===== src/rtl/reg_file_if.sv =====
// Register-file access interface: write port, two read ports, clear sweep control.
//   master: decode side (drives addresses, enables, write data, clr)
//   slave : register file (drives busy, read data, read valids)
interface reg_file_if #(
   parameter int unsigned WIDTH  = 16,
   parameter int unsigned ADDR_W = 4
);
   logic              clr;
   logic              busy;
   logic              we;
   logic [ADDR_W-1:0] waddr;
   logic [WIDTH-1:0]  wdata;
   logic              re_a;
   logic [ADDR_W-1:0] raddr_a;
   logic [WIDTH-1:0]  rdata_a;
   logic              rvalid_a;
   logic              re_b;
   logic [ADDR_W-1:0] raddr_b;
   logic [WIDTH-1:0]  rdata_b;
   logic              rvalid_b;

   modport master (
      output clr, we, waddr, wdata, re_a, raddr_a, re_b, raddr_b,
      input  busy, rdata_a, rvalid_a, rdata_b, rvalid_b
   );

   modport slave (
      input  clr, we, waddr, wdata, re_a, raddr_a, re_b, raddr_b,
      output busy, rdata_a, rvalid_a, rdata_b, rvalid_b
   );
endinterface


===== src/rtl/reg_file_2r1w.sv =====
// Register file, one synchronous write port and two registered read ports.
// After reset (or a clr pulse) a hardware sweep zeroes every register, one per
// cycle, while busy=1; port activity is ignored during the sweep.
// Ports:
//   clk  - clock, rising edge
//   rst  - synchronous reset, active-high, highest priority
//   bus  - reg_file_if.slave: clr/busy, we/waddr/wdata,
//          re_x/raddr_x -> rdata_x/rvalid_x (x = a, b), 1-cycle read latency
module reg_file_2r1w #(
   parameter int unsigned WIDTH    = 16,
   parameter int unsigned REG_NUM  = 16,
   parameter bit          ZERO_REG = 1'b0
) (
   input  logic      clk,
   input  logic      rst,
   reg_file_if.slave bus
);
   localparam int unsigned ADDR_W = $clog2(REG_NUM);
   localparam logic [ADDR_W-1:0] LAST_PTR = ADDR_W'(REG_NUM - 1);

   typedef enum logic {CLEAR, RUN} state_t;

   state_t            state, state_next;
   logic [ADDR_W-1:0] clr_ptr, ptr_next;
   logic              sweep_we;
   logic              wr_en;
   logic              rd_en_a, rd_en_b;
   logic [WIDTH-1:0]  rd_next_a, rd_next_b;
   logic              busy_q;
   logic              rvalid_a_q, rvalid_b_q;
   logic [WIDTH-1:0]  rdata_a_q, rdata_b_q;
   logic [WIDTH-1:0]  mem [REG_NUM];

   // Address maps onto a physical register (non power-of-two REG_NUM).
   function automatic logic addr_ok(input logic [ADDR_W-1:0] a);
      return 32'(a) < REG_NUM;
   endfunction

   // Address that always reads as zero: unmapped, or hard-wired register 0.
   function automatic logic addr_zero(input logic [ADDR_W-1:0] a);
      return !addr_ok(a) || (ZERO_REG && (a == '0));
   endfunction

   // State register and sweep pointer.
   always_ff @(posedge clk) begin
      if (rst) begin
         state   <= CLEAR;
         clr_ptr <= '0;
      end else begin
         state   <= state_next;
         clr_ptr <= ptr_next;
      end
   end

   // Next-state logic and per-cycle port enables.
   always_comb begin
      state_next = state;
      ptr_next   = clr_ptr;
      sweep_we   = 1'b0;
      wr_en      = 1'b0;
      rd_en_a    = 1'b0;
      rd_en_b    = 1'b0;
      unique case (state)
         CLEAR: begin
            sweep_we = 1'b1;
            if (bus.clr) begin
               ptr_next = '0;
            end else if (clr_ptr == LAST_PTR) begin
               state_next = RUN;
               ptr_next   = '0;
            end else begin
               ptr_next = clr_ptr + ADDR_W'(1);
            end
         end
         RUN: begin
            if (bus.clr) begin
               state_next = CLEAR;
               ptr_next   = '0;
            end else begin
               // Dropped writes never reach the array nor the bypass path.
               wr_en   = bus.we && addr_ok(bus.waddr) &&
                         !(ZERO_REG && (bus.waddr == '0));
               rd_en_a = bus.re_a;
               rd_en_b = bus.re_b;
            end
         end
         default: state_next = CLEAR;
      endcase
   end

   // Read data selection with write-first bypass.
   always_comb begin
      rd_next_a = '0;
      if (rd_en_a && !addr_zero(bus.raddr_a)) begin
         if (wr_en && (bus.waddr == bus.raddr_a)) rd_next_a = bus.wdata;
         else                                     rd_next_a = mem[bus.raddr_a];
      end
   end

   always_comb begin
      rd_next_b = '0;
      if (rd_en_b && !addr_zero(bus.raddr_b)) begin
         if (wr_en && (bus.waddr == bus.raddr_b)) rd_next_b = bus.wdata;
         else                                     rd_next_b = mem[bus.raddr_b];
      end
   end

   // Storage array: sweep clear or normal write; frozen while rst is high.
   always_ff @(posedge clk) begin
      if (!rst) begin
         if (sweep_we)   mem[clr_ptr]   <= '0;
         else if (wr_en) mem[bus.waddr] <= bus.wdata;
      end
   end

   // Registered outputs.
   always_ff @(posedge clk) begin
      if (rst) begin
         busy_q     <= 1'b1;
         rvalid_a_q <= 1'b0;
         rvalid_b_q <= 1'b0;
         rdata_a_q  <= '0;
         rdata_b_q  <= '0;
      end else begin
         busy_q     <= (state_next == CLEAR);
         rvalid_a_q <= rd_en_a;
         rvalid_b_q <= rd_en_b;
         rdata_a_q  <= rd_next_a;
         rdata_b_q  <= rd_next_b;
      end
   end

   assign bus.busy     = busy_q;
   assign bus.rvalid_a = rvalid_a_q;
   assign bus.rvalid_b = rvalid_b_q;
   assign bus.rdata_a  = rdata_a_q;
   assign bus.rdata_b  = rdata_b_q;
endmodule


===== src/flat_wrapper.sv =====
// flat-port wrapper written by rule: the top's interface ports become plain ports
module reg_file_2r1w_flat 
#(
   parameter int unsigned WIDTH    = 16,
   parameter int unsigned REG_NUM  = 16,
   parameter bit          ZERO_REG = 1'b0
)
  (clk, rst, bus_clr, bus_we, bus_waddr, bus_wdata, bus_re_a, bus_raddr_a, bus_re_b, bus_raddr_b, bus_busy, bus_rdata_a, bus_rvalid_a, bus_rdata_b, bus_rvalid_b);
  reg_file_if #(.WIDTH(WIDTH), .ADDR_W(4)) bus_i ();
  input  logic clk;
  input  logic rst;
  input wire logic [$bits(bus_i.clr)-1:0] bus_clr;
  input wire logic [$bits(bus_i.we)-1:0] bus_we;
  input wire logic [$bits(bus_i.waddr)-1:0] bus_waddr;
  input wire logic [$bits(bus_i.wdata)-1:0] bus_wdata;
  input wire logic [$bits(bus_i.re_a)-1:0] bus_re_a;
  input wire logic [$bits(bus_i.raddr_a)-1:0] bus_raddr_a;
  input wire logic [$bits(bus_i.re_b)-1:0] bus_re_b;
  input wire logic [$bits(bus_i.raddr_b)-1:0] bus_raddr_b;
  output wire logic [$bits(bus_i.busy)-1:0] bus_busy;
  output wire logic [$bits(bus_i.rdata_a)-1:0] bus_rdata_a;
  output wire logic [$bits(bus_i.rvalid_a)-1:0] bus_rvalid_a;
  output wire logic [$bits(bus_i.rdata_b)-1:0] bus_rdata_b;
  output wire logic [$bits(bus_i.rvalid_b)-1:0] bus_rvalid_b;
  assign bus_i.clr = bus_clr;
  assign bus_i.we = bus_we;
  assign bus_i.waddr = bus_waddr;
  assign bus_i.wdata = bus_wdata;
  assign bus_i.re_a = bus_re_a;
  assign bus_i.raddr_a = bus_raddr_a;
  assign bus_i.re_b = bus_re_b;
  assign bus_i.raddr_b = bus_raddr_b;
  assign bus_busy = bus_i.busy;
  assign bus_rdata_a = bus_i.rdata_a;
  assign bus_rvalid_a = bus_i.rvalid_a;
  assign bus_rdata_b = bus_i.rdata_b;
  assign bus_rvalid_b = bus_i.rvalid_b;
  reg_file_2r1w #(.WIDTH(WIDTH), .REG_NUM(REG_NUM), .ZERO_REG(ZERO_REG)) u_core (.clk(clk), .rst(rst), .bus(bus_i));
endmodule

===== config.mk =====
export PLATFORM = sky130hd
export DESIGN_NAME = reg_file_2r1w_flat
export DESIGN_NICKNAME = d
export VERILOG_FILES = /design/src/rtl/reg_file_if.sv /design/src/rtl/reg_file_2r1w.sv /design/src/flat_wrapper.sv
export SDC_FILE = /design/constraint.sdc
export NUM_CORES = 1
export LEC_CHECK = 0
export CORE_ASPECT_RATIO = 0.8
export CORE_MARGIN = 2
export CORE_UTILIZATION = 30
export CTS_BUF_LIST = sky130_fd_sc_hd__clkbuf_2
export DETAILED_ROUTE_END_ITERATION = 8
export DONT_BUFFER_PORTS = 1
export GPL_ROUTABILITY_DRIVEN = 0
export HOLD_SLACK_MARGIN = 0.02
export SYNTH_ARGS = -nofsm -noshare
export SYNTH_HDL_FRONTEND = slang
export SYNTH_SLANG_ARGS = --single-unit

===== constraint.sdc =====
create_clock -name clk -period 4.3 [get_ports clk]
set_clock_uncertainty 0.15 [all_clocks]
set_input_delay 1.29 -clock clk [delete_from_list [all_inputs] [get_ports clk]]
set_output_delay 1.29 -clock clk [all_outputs]
set_load 0.02 [all_outputs]

==> flow_metrics.py, run 1 <==
metrics = {
    "yosys": {
        "synthFlopType": "edfxtp_1",
        "synth-edff-count": 256,
        "yosysMostFrequentCell": "edfxtp_1",
        "ys_ff_latch": 296,
        "ys_async_sr_fraction_pct": 0,
        "syn_inst": 742,
        "synth.top_cells.by_count": "edfxtp_1 (256), mux4_2 (128), dfxtp_1 (40), a22o_1 (32), a22oi_1 (32)",
        "ys_types": 45,
        "synth.top_cells.by_area": "edfxtp_1 (58%), mux4_2 (22%), dfxtp_1 (6.0%)",
        "yosysTopAreaCell": "edfxtp_1",
        "synth_top_area_share_pct": 57.6,
        "synth_nets": 777,
        "synth_warnings": 0,
        "seq_area_frac_synth_pct": 63.6,
        "syn_avg_cell_area_um2": 18.0,
        "synthesis.area_um2": 13300,
    },
    "clocking": {
        "clockBufferDepth": 3,
        "cts_buffers": 75,
        "tritoncts": "done",
        "clock_latency_ps": 950,
        "clk_pin_slew_ps": 130,
        "post-cts-setup-buffers": 0,
        "cts_num_sinks": 296,
        "cts-root-buf": "clkbuf_2",
        "htreeDepth": 3,
        "ctsHoldBuffers": 0,
        "cts_resized": 0,
    },
    "pwr": {
        "power.density_nw_per_um2": 358,
        "leakagePower_nw": 5.28,
        "ir_drop_mv": 0.148,
    },
    "routing": {
        "viasPerCell": 5.43,
        "wire_per_inst_um": 25.9,
        "detail-route-antenna-nets": 0,
        "drc": 0,
        "route.vias.total": 7950,
        "drtPass1Iterations": 5,
        "totalWireLength_um": 37900,
        "drt_iter0_drc": 916,
    },
    "timing": {
        "whs_ps": 352,
        "rsz0062_at_grt": "false",
        "finalCritPeriodShare_pct": 69.0,
        "final_max_slew_viol_count": 0,
        "clock.fmax_ghz": 0.337,
        "timing.final.ws_setup_ps": 1330,
        "slew_headroom_pct": 29.1,
        "hold_viol_final": 0,
        "period_minus_slack_ps": 2970,
        "setup_tns_ps": 0,
        "setup_viol": 0,
        "worstMarginPinSlew_ps": 1060,
    },
    "layout": {
        "layout-drive-gt1-share_pct": 37.2,
        "final_cells": 1465,
        "areaGrowthSynthToFinish_pct": 12.3,
        "seq_area_um2": 8490,
        "multiInputGateArea_um2": 4650,
        "nets": 835,
        "fillers": 4202,
    },
    "die": {
        "start_util_pct": 30.2,
        "die_y_um": 193,
        "ios": 69,
        "die_area_um2": 46200,
        "die_width_um": 240,
        "core_um2": 44100,
        "rows": 69,
    },
    "worst_hold_path": {
        "hold_class": "in -> reg",
    },
    "critical_path": {
        "cp-start-kind": "register",
        "endpoint_kind": "primary output",
        "path_max_fanout": 1,
        "crit_required_ps": 2860,
        "critPathArrivalTime_ps": 1530,
        "worstSetupPathType": "reg -> out",
    },
    "place": {
        "pre_cts_slack_ps": 919,
        "portBuffers": 0,
        "dp_cells": 1326,
        "dp_hpwl_um": 22000,
    },
    "flow_run": {
        "cap_viol_max_count": 0,
    },
    "global_route": {
        "grt_pass1_vias": 7976,
        "grt_pass1_wl_um": 55200,
        "antenna_found_initial": 8,
        "grt_max_degree": 67,
        "grt-ovfl-total": 0,
        "grt.total_usage_pct": 16.8,
    },
    "status": {
        "outcome": "completed",
    },
}
[kinds of logic after synthesis]
logic type | synth area share [%]
AOI/OAI and AO/OA | 7.36
DFF | 63.6
muxes | 21.8
buffers and inverters | 2.23
and+or+nand+nor | 4.12
xor gates and xnor gates | 0.722
adders and majority gates | 0.0938
[flip-flops by register name, indices dropped and copies added, names as in the netlist]
| name | flops |
|---|---|
| u_core.mem | 256 |
| u_core.bus.rdata_a | 16 |
| u_core.bus.rdata_b | 16 |
| u_core.clr_ptr | 4 |
| u_core.bus.busy | 1 |
| u_core.bus.rvalid_a | 1 |
| u_core.bus.rvalid_b | 1 |
| u_core.state | 1 |
[cell usage in the layout, fill, tap and decap left out, types with 6 or more instances in the layout]
cell and n:
nand2_1 20, o22ai_1 15, xnor2_1 6, edfxtp_1 256
a22oi_1 32, clkinv_1 16, nor2_2 18, a221oi_1 16
nor2_1 8, buf_4 42, mux4_2 128, nand3_1 17
clkbuf_2 107, clkinv_2 7, dfxtp_1 40, a21oi_1 20
and2_1 18, a22o_1 32
[area by class of cell]
class                           instances  share of cell area [%]
Sequential cell                       296                    56.7
Antenna cell                            4                  0.0668
Inverter                                5                   0.125
Clock buffer                          107                    3.57
Timing Repair Buffer                   43                    2.24
Multi-Input combinational cell        379                    31.0
Clock inverter                         28                    1.29
Tap cell                              603                    5.04
[where the power goes]
part / internal [W] / switching (W)
registers: 0.00309 / 0.00000782
logic: 0.000108 / 0.000101
clock network: 0.000854 / 0.00121
total: 0.00405 / 0.00132
[metrics by stage]
step / total power, W / instance area [um^2] / utilization [%]
after floorplan: 0.00336 / 13300 / -
after global placement: 0.00336 / 14200 / 32.3
after detailed placement: 0.00337 / 14200 / 32.3
after CTS: 0.00543 / 15000 / 33.9
after global routing: 0.00559 / 15000 / 34.0
final: 0.00537 / 15000 / 34.0
[per-layer routing]
metal / global-route usage [%] / wire (um)
met1: 22.2 / 15500
met2: 25.9 / 17700
met3: 5.91 / 3830
met4: 5.50 / 828
met5: 0 / 46
[path summary, 6_finish.rpt]
check	startpoint	depth (start not counted)	slack, ps	to
setup / recovery	u_core.bus.rdata_b[10]	0	1330	bus_rdata_b[10]
hold / removal	rst	2	350	u_core.bus.busy
setup reg to reg	u_core.state	8	1530	u_core.bus.rdata_b[4]
hold reg to reg	u_core.clr_ptr[3]	2	490	u_core.clr_ptr[3]
No activity file was read; power rests on OpenSTA's default activity.
==> run 2: changes to the inputs <==
==> constraint.sdc (replaced) <==
create_clock -name clk -period 3 [get_ports clk]
set_clock_uncertainty 0.15 [all_clocks]
set_input_delay 0.9 -clock clk [delete_from_list [all_inputs] [get_ports clk]]
set_output_delay 0.9 -clock clk [all_outputs]
set_load 0.02 [all_outputs]
==> run 2 against run 1 <==
Hold slack got worse by 250 ps. Combinational power grew 65%. Clock-buffer cell count up 7. Die area unchanged. Setup slack worse by 870 ps. Global-route usage grew 0.62 points. Core utilization up 0.75 points. Clock power increased by 31%. Critical path depth stayed put. Power increased by 39%. Non-clock buffer count up 28. Via count rose by 2.4%. Highest routed layer unchanged.
==> flow_metrics.py, run 2 (synthesis results as in run 1) <==
metrics = {
    "critical_path": {
        "cp-start-kind": "register",
        "rrSetupSlack_ps": 470,
        "endpoint_kind": "primary output",
        "path_max_fanout": 1,
        "critPathArrivalTime_ps": 1490,
        "worstSetupPathType": "reg -> out",
        "crit_required_ps": 1950,
    },
    "timing": {
        "setup_tns_ps": 0,
        "final_max_slew_viol_count": 0,
        "hold_viol_final": 0,
        "rsz0062_at_grt": "false",
        "finalCritPeriodShare_pct": 84.8,
        "worstMarginPinSlew_ps": 886,
        "setup_viol": 0,
        "period_minus_slack_ps": 2540,
        "slew_headroom_pct": 40.2,
        "clock.fmax_ghz": 0.393,
    },
    "pwr": {
        "leakagePower_nw": 5.44,
        "power.density_nw_per_um2": 489,
        "ir_drop_mv": 0.197,
    },
    "routing": {
        "drtPass1Iterations": 4,
        "wire_per_inst_um": 26.6,
        "detail-route-antenna-nets": 0,
        "totalWireLength_um": 39500,
        "route.vias.total": 8138,
        "drc": 0,
        "drt_iter0_drc": 813,
        "viasPerCell": 5.47,
    },
    "clocking": {
        "cts-root-buf": "clkbuf_2",
        "clockBufferDepth": 3,
        "htreeDepth": 3,
        "cts_buffers": 75,
        "clock_latency_ps": 980,
        "clk_pin_slew_ps": 100,
        "cts_resized": 0,
        "tritoncts": "done",
        "cts_num_sinks": 296,
    },
    "die": {
        "rows": 69,
        "core_um2": 44100,
        "start_util_pct": 30.2,
        "die_width_um": 240,
        "die_area_um2": 46200,
        "ios": 69,
        "die_y_um": 193,
    },
    "layout": {
        "final_common_cell": "edfxtp_1",
        "largest_reg_flops": 256,
        "nets": 863,
        "post-route-util_pct": 34.7,
        "layout_common_cells": "edfxtp_1 (256), mux4_2 (128), clkbuf_2 (114)",
        "layout-drive-gt1-share_pct": 39.1,
        "largest_register": "u_core.mem",
        "fillers": 4228,
        "areaGrowthSynthToFinish_pct": 14.8,
    },
    "global_route": {
        "grt_pass1_vias": 8177,
        "grt.total_usage_pct": 17.4,
        "grt_pass1_wl_um": 56600,
        "grt-ovfl-total": 0,
        "grt_max_degree": 67,
        "antenna_found_initial": 8,
    },
    "place": {
        "dp_hpwl_um": 22400,
        "portBuffers": 0,
    },
    "worst_hold_path": {
        "hold_class": "in -> reg",
    },
    "status": {
        "outcome": "completed",
    },
    "flow_run": {
        "cap_viol_max_count": 0,
    },
}
[run 2: cell count changes in the layout (fill, tap and decap cells not counted), moves of 2 or more]
cell	delta
buf_12	+13
clkinv_1	-5
dlygate4sd3_1	+4
clkbuf_2	+7
nor2_4	+6
bufinv_16	-3
buf_4	+11
diode_2	-2
nor2_2	-6
[run 2: cell type report]
type	instances	area, um^2	area share, %
multi-input combinational	379	4680	30.5
clock buffer	114	571	3.73
antenna	2	5.00	0.0327
tap	603	754	4.93
timing repair buffer	71	718	4.69
inverter	5	18.8	0.123
sequential	296	8490	55.4
clock inverter	19	78.8	0.515
[run 2: what timing repair did]
action / CTS / global route
hold buffers: 4 / 0
endpoints found under the hold margin: 7 / 0
setup buffers: 0 / 0
[run 2: worst paths after layout]
path	start	to	cells after the start
min	bus_wdata[12]	u_core.bus.rdata_a[12]	3
min reg2reg	u_core.clr_ptr[1]	u_core.clr_ptr[1]	2
max reg2reg	u_core.state	u_core.mem[3][13]	6
max	u_core.bus.rdata_b[8]	bus_rdata_b[8]	0
[run 2: metrics by stage]
stage	setup WS, ps	hold WS (ps)	total power [W]	instance area [um^2]	std cells
3_5_place_dp	-2.79	479	0.00486	14600	1350
5_1_grt	325	83.9	0.00778	15300	1489
6_report	456	104	0.00749	15300	1489
3_3_place_gp	53.2	476	0.00486	14600	1350
2_1_floorplan	-123	414	0.00482	13400	742
4_1_cts	329	25.8	0.00758	15300	1487
[run 2: per-layer routing]
| layer | GRT usage (%) | part of all wire (%) | vias up |
|---|---|---|---|
| met5 | 0 | 0.089 | - |
| met4 | 5.31 | 1.7 | 6 |
| met3 | 6.11 | 9.9 | 71 |
| met2 | 27.9 | 48 | 437 |
| met1 | 22.3 | 41 | 4249 |
| li1 | - | - | 3375 |
[run 2: where the power goes]
part           switching (W)  internal, W
logic               0.000167     0.000177
clock network        0.00170      0.00101
registers          0.0000117      0.00442
total                0.00188      0.00561
